File: config.mk
export PLATFORM = sky130hd
export DESIGN_NAME = nibble_serial_adder_ctrl_flat
export DESIGN_NICKNAME = d
export VERILOG_FILES = /design/src/rtl/nibble_serial_adder_ctrl_pkg.sv /design/src/rtl/nibble_serial_adder_ctrl_if.sv /design/src/rtl/nibble_serial_adder_ctrl_nibble_adder.sv /design/src/rtl/nibble_serial_adder_ctrl.sv /design/src/flat_wrapper.sv
export SDC_FILE = /design/constraint.sdc
export NUM_CORES = 1
export LEC_CHECK = 0
export ABC_CLOCK_PERIOD_IN_PS = 6800
export CORE_MARGIN = 1
export CORE_UTILIZATION = 41
export DETAILED_ROUTE_END_ITERATION = 10
export PLACE_DENSITY = 0.72
export SYNTH_ARGS = -nofsm -noshare
export SYNTH_HDL_FRONTEND = slang
export SYNTH_SLANG_ARGS = --single-unit
File: constraint.sdc
create_clock -name clk -period 6.8 [get_ports clk]
set_clock_uncertainty 0.15 [all_clocks]
set_input_delay 1.36 -clock clk [delete_from_list [all_inputs] [get_ports clk]]
set_output_delay 1.36 -clock clk [all_outputs]
set_load 0.02 [all_outputs]
File: src/rtl/nibble_serial_adder_ctrl_pkg.sv
// Shared constants and types for the nibble-serial adder controller and its adder slice.
package nibble_serial_adder_ctrl_pkg;

  localparam int NIBBLE_W    = 4;
  localparam int MAX_NIBBLES = 8;
  localparam int CNT_W       = $clog2(MAX_NIBBLES);

  typedef enum logic [1:0] {
    IDLE = 2'd0,
    RUN  = 2'd1,
    DONE = 2'd2
  } state_t;

endpackage

File: src/rtl/nibble_serial_adder_ctrl_if.sv
// Operand/result handshake bundle for the nibble-serial adder; master drives operands and accepts results.
interface nibble_serial_adder_ctrl_if #(
  parameter int NIBBLES = 4
) ();
  import nibble_serial_adder_ctrl_pkg::*;

  localparam int W = NIBBLE_W * NIBBLES;

  logic         in_valid;
  logic         in_ready;
  logic [W-1:0] a;
  logic [W-1:0] b;
  logic         cin;
  logic         out_valid;
  logic         out_ready;
  logic [W-1:0] sum;
  logic         cout;
  logic         busy;

  modport master (
    output in_valid, a, b, cin, out_ready,
    input  in_ready, out_valid, sum, cout, busy
  );

  modport slave (
    input  in_valid, a, b, cin, out_ready,
    output in_ready, out_valid, sum, cout, busy
  );

endinterface

File: src/rtl/nibble_serial_adder_ctrl_nibble_adder.sv
// Combinational 4-bit ripple-carry slice built from a chain of full-adder cells.
module nibble_adder
  import nibble_serial_adder_ctrl_pkg::*;
(
  input  logic [NIBBLE_W-1:0] a4,
  input  logic [NIBBLE_W-1:0] b4,
  input  logic                ci,
  output logic [NIBBLE_W-1:0] s4,
  output logic                co
);

  logic [NIBBLE_W:0] carry;

  assign carry[0] = ci;

  for (genvar i = 0; i < NIBBLE_W; i++) begin : g_fa
    assign s4[i]      = a4[i] ^ b4[i] ^ carry[i];
    assign carry[i+1] = (a4[i] & b4[i]) | (carry[i] & (a4[i] ^ b4[i]));
  end

  assign co = carry[NIBBLE_W];

endmodule

File: src/rtl/nibble_serial_adder_ctrl.sv
// Multi-nibble adder that reuses one 4-bit slice, LSB nibble first, with the carry registered between nibbles.
module nibble_serial_adder_ctrl
  import nibble_serial_adder_ctrl_pkg::*;
#(
  parameter int NIBBLES = 4
) (
  input logic                      clk,
  input logic                      rst,
  nibble_serial_adder_ctrl_if.slave bus
);

  localparam int W = NIBBLE_W * NIBBLES;

  state_t             state_q, state_d;
  logic [CNT_W-1:0]   cnt_q, cnt_d;
  logic [W-1:0]       a_q, a_d;
  logic [W-1:0]       b_q, b_d;
  logic [W-1:0]       acc_q, acc_d;
  logic               carry_q, carry_d;
  logic [W-1:0]       sum_q, sum_d;
  logic               cout_q, cout_d;
  logic               in_ready_q, in_ready_d;
  logic               out_valid_q, out_valid_d;
  logic               busy_q, busy_d;

  logic [NIBBLE_W-1:0] slice_s;
  logic                slice_co;
  logic [W-1:0]        slice_ext;
  logic [W-1:0]        acc_shift;
  logic                last_nibble;

  nibble_adder u_slice (
    .a4 (a_q[NIBBLE_W-1:0]),
    .b4 (b_q[NIBBLE_W-1:0]),
    .ci (carry_q),
    .s4 (slice_s),
    .co (slice_co)
  );

  // Partial sums build up in acc_q so the visible sum only changes when an operation completes.
  always_comb begin
    slice_ext                     = '0;
    slice_ext[W-1 -: NIBBLE_W]    = slice_s;
    acc_shift                     = (acc_q >> NIBBLE_W) | slice_ext;
    last_nibble                   = (cnt_q == CNT_W'(NIBBLES - 1));
  end

  always_comb begin
    state_d     = state_q;
    cnt_d       = cnt_q;
    a_d         = a_q;
    b_d         = b_q;
    acc_d       = acc_q;
    carry_d     = carry_q;
    sum_d       = sum_q;
    cout_d      = cout_q;
    in_ready_d  = in_ready_q;
    out_valid_d = out_valid_q;
    busy_d      = busy_q;

    case (state_q)
      IDLE: begin
        if (bus.in_valid) begin
          a_d        = bus.a;
          b_d        = bus.b;
          carry_d    = bus.cin;
          cnt_d      = '0;
          acc_d      = '0;
          state_d    = RUN;
          in_ready_d = 1'b0;
          busy_d     = 1'b1;
        end
      end
      RUN: begin
        acc_d   = acc_shift;
        a_d     = a_q >> NIBBLE_W;
        b_d     = b_q >> NIBBLE_W;
        carry_d = slice_co;
        cnt_d   = cnt_q + CNT_W'(1);
        if (last_nibble) begin
          state_d     = DONE;
          sum_d       = acc_shift;
          cout_d      = slice_co;
          busy_d      = 1'b0;
          out_valid_d = 1'b1;
          cnt_d       = '0;
        end
      end
      DONE: begin
        if (bus.out_ready) begin
          state_d     = IDLE;
          out_valid_d = 1'b0;
          in_ready_d  = 1'b1;
        end
      end
      default: begin
        state_d     = IDLE;
        in_ready_d  = 1'b1;
        out_valid_d = 1'b0;
        busy_d      = 1'b0;
      end
    endcase
  end

  always_ff @(posedge clk) begin
    if (rst) begin
      state_q     <= IDLE;
      cnt_q       <= '0;
      a_q         <= '0;
      b_q         <= '0;
      acc_q       <= '0;
      carry_q     <= 1'b0;
      sum_q       <= '0;
      cout_q      <= 1'b0;
      in_ready_q  <= 1'b1;
      out_valid_q <= 1'b0;
      busy_q      <= 1'b0;
    end else begin
      state_q     <= state_d;
      cnt_q       <= cnt_d;
      a_q         <= a_d;
      b_q         <= b_d;
      acc_q       <= acc_d;
      carry_q     <= carry_d;
      sum_q       <= sum_d;
      cout_q      <= cout_d;
      in_ready_q  <= in_ready_d;
      out_valid_q <= out_valid_d;
      busy_q      <= busy_d;
    end
  end

  assign bus.in_ready  = in_ready_q;
  assign bus.out_valid = out_valid_q;
  assign bus.sum       = sum_q;
  assign bus.cout      = cout_q;
  assign bus.busy      = busy_q;

endmodule

File: src/flat_wrapper.sv
// flat-port wrapper written by rule: the top's interface ports become plain ports
module nibble_serial_adder_ctrl_flat import nibble_serial_adder_ctrl_pkg::*;
#(
  parameter int NIBBLES = 4
)
  (clk, rst, bus_in_valid, bus_a, bus_b, bus_cin, bus_out_ready, bus_in_ready, bus_out_valid, bus_sum, bus_cout, bus_busy);
  nibble_serial_adder_ctrl_if #(.NIBBLES(NIBBLES)) bus_i ();
  input logic clk;
  input logic rst;
  input wire logic [$bits(bus_i.in_valid)-1:0] bus_in_valid;
  input wire logic [$bits(bus_i.a)-1:0] bus_a;
  input wire logic [$bits(bus_i.b)-1:0] bus_b;
  input wire logic [$bits(bus_i.cin)-1:0] bus_cin;
  input wire logic [$bits(bus_i.out_ready)-1:0] bus_out_ready;
  output wire logic [$bits(bus_i.in_ready)-1:0] bus_in_ready;
  output wire logic [$bits(bus_i.out_valid)-1:0] bus_out_valid;
  output wire logic [$bits(bus_i.sum)-1:0] bus_sum;
  output wire logic [$bits(bus_i.cout)-1:0] bus_cout;
  output wire logic [$bits(bus_i.busy)-1:0] bus_busy;
  assign bus_i.in_valid = bus_in_valid;
  assign bus_i.a = bus_a;
  assign bus_i.b = bus_b;
  assign bus_i.cin = bus_cin;
  assign bus_i.out_ready = bus_out_ready;
  assign bus_in_ready = bus_i.in_ready;
  assign bus_out_valid = bus_i.out_valid;
  assign bus_sum = bus_i.sum;
  assign bus_cout = bus_i.cout;
  assign bus_busy = bus_i.busy;
  nibble_serial_adder_ctrl #(.NIBBLES(NIBBLES)) u_core (.clk(clk), .rst(rst), .bus(bus_i));
endmodule
==> metrics.csv <==
stage,metric,value,unit
grt,vias in the first global route,2190,
timing,Tightest Pin Transition,1.06,ns
critical_path,classification of the worst setup path,primary input to register,
clock_network,clock-pin slew on the worst setup and hold paths,0.07,ns
pwr,P_leak,0.00133,uW
grt,pin count of the biggest net entering global routing,72,
pwr,IR Drop Worst-Case VDD,0.0000977,V
synthesis,share of Yosys cell area claimed by the top area cell type,0.489,
synthesis,most used flip-flop cell after synthesis,dfxtp_1,
critical_path,"Max FO, Critical Path",24,
synthesis,netlist area before placement,2870,um2
floorplan,total I/O pin count,57,
critical_path,required arrival time at the worst endpoint,6.87,ns
clock_network,hold buffer count at cts,0,
placed_design,total cell area at the placement stage,3380,um2
timing,achievable frequency,319,MHz
floorplan,core region area,6760,um2
critical_path,Critical Path Sink Type,register,
synthesis,cell type with the largest total area after synthesis,dfxtp_1,
grt,global-route wire length before repair,10.0,mm
critical_path,startpoint of the worst register-to-register path,u_core.carry_q,
drt,total number of vias,2297,
timing,number of endpoints failing setup at the final stage,0,
timing,final-report max-slew violation count,0,
worst_hold_path,HP Start,u_core.bus.sum[1],
synthesis,number of synthesized flops with an enable pin,0,
synthesis,share of async-settable or async-resettable flops after synthesis,0,
grt,all-layer global routing usage,0.175,
floorplan,width of the die,85.6,um
synthesis,register bit total from synthesis,70,
synthesis,post-synth cell types,34,
drt,Detailed Route Iter0 Violations,98,
finish,layout overhead on the synthesized area,26.1,%
critical_path,number of cells on the worst reg-to-reg path,10,
drt,drt total wl,6.05,mm
finish,ratio of cells with drive above 1 in the final layout,0.135,
critical_path,reg-to-reg critical path endpoint,u_core.acc_q[15],
clock_network,CTS buffer count,9,
grt,number of antenna violations at the first check in global routing,0,
worst_hold_path,class of the tightest hold or removal check,register to register,
floorplan,die outline area,7330,um2
timing,max-slew headroom at the worst pin,0.291,
placed_design,final estimated routing congestion in global placement,0.779,
clock_network,root buf cell,clkbuf_8,
synthesis,Avg Inst Size Synth,9.31,um2
outcome,outcome,completed,
pwr,power density relative to cell area,257,nW/um2
placed_design,Port Buffer Count,56,
timing,unrepaired setup endpoints after global routing,false,
timing,Final Cycle Share,0.461,
placed_design,hpwl dp,3.92,mm
clock_network,clock latency of the later-clocked register in the worst-skew pair,0.34,ns
finish,Post-Layout Inst Area,3620,um2
drt,1st-pass router iterations,4,
drt,number of routed nets with antenna violations,0,
clock_network,TritonCTS clock tree,done,
clock_network,buffer levels on the longest clock path,2,
timing,minimum clock period after layout,3.14,ns
floorplan,starting density of the core,0.424,
timing,setup tns final,0,ns
clock_network,Clock H-tree levels,3,
finish,"most common cell after layout, fill and taps aside",dfxtp_1,
timing,final-report hold violation count,0,
synthesis,number of warnings reported in the yosys synthesis log,0,
worst_hold_path,worst hold endpoint,u_core.bus.sum[1],
floorplan,Row Count,30,
drt,routed len/inst,13.9,um
drt,total DRC errors in the routed layout,0,
clock_network,number of setup buffers added after CTS,0,
grt,GRT Residual Overflow,0,
job,max-cap violations,0,
synthesis,post-synthesis net count,350,
critical_path,startpoint type of the worst setup path,primary input,
finish,"commonest cells after routing, fill and taps aside","dfxtp_1, clkdlybuf4s50_1, a21oi_1, nand2_1, inv_1",
drt,via density per instance,5.27,
finish,antenna diode instance count,0,
critical_path,reg2reg setup slack,4.28,ns
floorplan,vertical die dimension,85.6,um
clock_network,cts repair resizes,0,
synthesis,leading cell types by total area after synthesis,"dfxtp_1, a21oi_1, o221a_2",
synthesis,count of mapped cells out of synthesis,308,
critical_path,data arrival time of the critical path,3.20,ns
finish,Final Net Count,393,
synthesis,fraction of the yosys area taken by sequential cells,0.489,
clock_network,# clock sinks,70,
finish,Fillers,633,
worst_hold_path,Worst Hold Depth,2,
synthesized netlist by cell type, types with 3 or more instances:
library cell   n
o221a_2       22
nor2b_1        4
buf_6          5
clkbuf_1       8
a21oi_1       51
buf_2          9
dfxtp_1       70
nor2_1        17
inv_1         29
fa_1           4
buf_4          3
nand2_1       31
a22oi_1       11
a211oi_1       3
nand3b_1       8
o21ai_0       10
state kept, by name, indices dropped and copies added (netlist names):
name,count
u_core.bus.sum,16
u_core.acc_q,12
u_core.bus.out_valid,1
u_core.b_q,16
u_core.cnt_q,3
u_core.bus.cout,1
u_core.bus.in_ready,1
u_core.a_q,16
u_core.state_q,2
u_core.carry_q,1
u_core.bus.busy,1
where the power goes:
part	switching, uW	total (uW)	internal (uW)
clock network	152	378	226
registers	14.6	446	431
logic	50.1	105	55.1
total	217	929	713
stage by stage:
step / setup WS, ns / total power (uW) / hold WS [ns] / util / instances
final: 3.66 / 929 / 0.304 / 0.535 / 436
after global routing: 3.58 / 970 / 0.328 / 0.535 / 436
after CTS: 3.69 / 939 / 0.307 / 0.535 / 436
after detailed placement: 3.33 / 561 / 0.295 / 0.501 / 420
after global placement: 3.36 / 558 / 0.293 / 0.501 / 420
after floorplan: 4.40 / 523 / 0.282 / - / 308
metal layers:
metal / wire (um) / global-route usage / share of wire / up-vias
met1: 2940 / 0.229 / 0.49 / 1079
met3: 218 / 0.0404 / 0.036 / 6
met2: 2820 / 0.276 / 0.47 / 55
met4: 68 / 0.0773 / 0.011 / 0
li1: - / - / - / 1157
met5: 0 / 0 / 0 / -
worst max path at each step:
stage | startpoint | cells past startpoint | end | slack, ns
after global placement | bus_in_valid | 5 | u_core.b_q[3] | 3.36
after global routing | bus_in_valid | 5 | u_core.a_q[0] | 3.58
after detailed placement | bus_in_valid | 5 | u_core.b_q[7] | 3.33
final | bus_in_valid | 5 | u_core.a_q[0] | 3.66
after floorplan | u_core.carry_q | 10 | u_core.acc_q[15] | 4.40
after CTS | bus_in_valid | 5 | u_core.a_q[0] | 3.69
final cells by class:
cell class	count	area, um2	share of cell area
inverters	29	109	0.0301
clock buffers	11	151	0.0419
clock inverters	5	81.3	0.0225
flip-flops and latches	70	1400	0.388
multi-input cells	182	1190	0.330
repair buffers	59	578	0.160
well taps	80	100	0.0277
cells by family after synthesis:
kind of cell / Yosys count / synth area share
AND/OR/NAND/NOR: 70 / 0.119
multiplexers: 1 / 0.00349
buffers and inverters: 56 / 0.0947
flip-flops: 70 / 0.489
AO/OA/AOI/OAI: 106 / 0.262
adder cells (fa/ha/maj): 5 / 0.0323
worst max-delay path, cell delays in order:
cell and delay (ns):
clkdlybuf4s50_1 0.54, nor2b_1 0.15, buf_4 0.19, nand2b_1 0.50, o221a_2 0.46
Note: power is estimated with default switching activity, not from simulation.
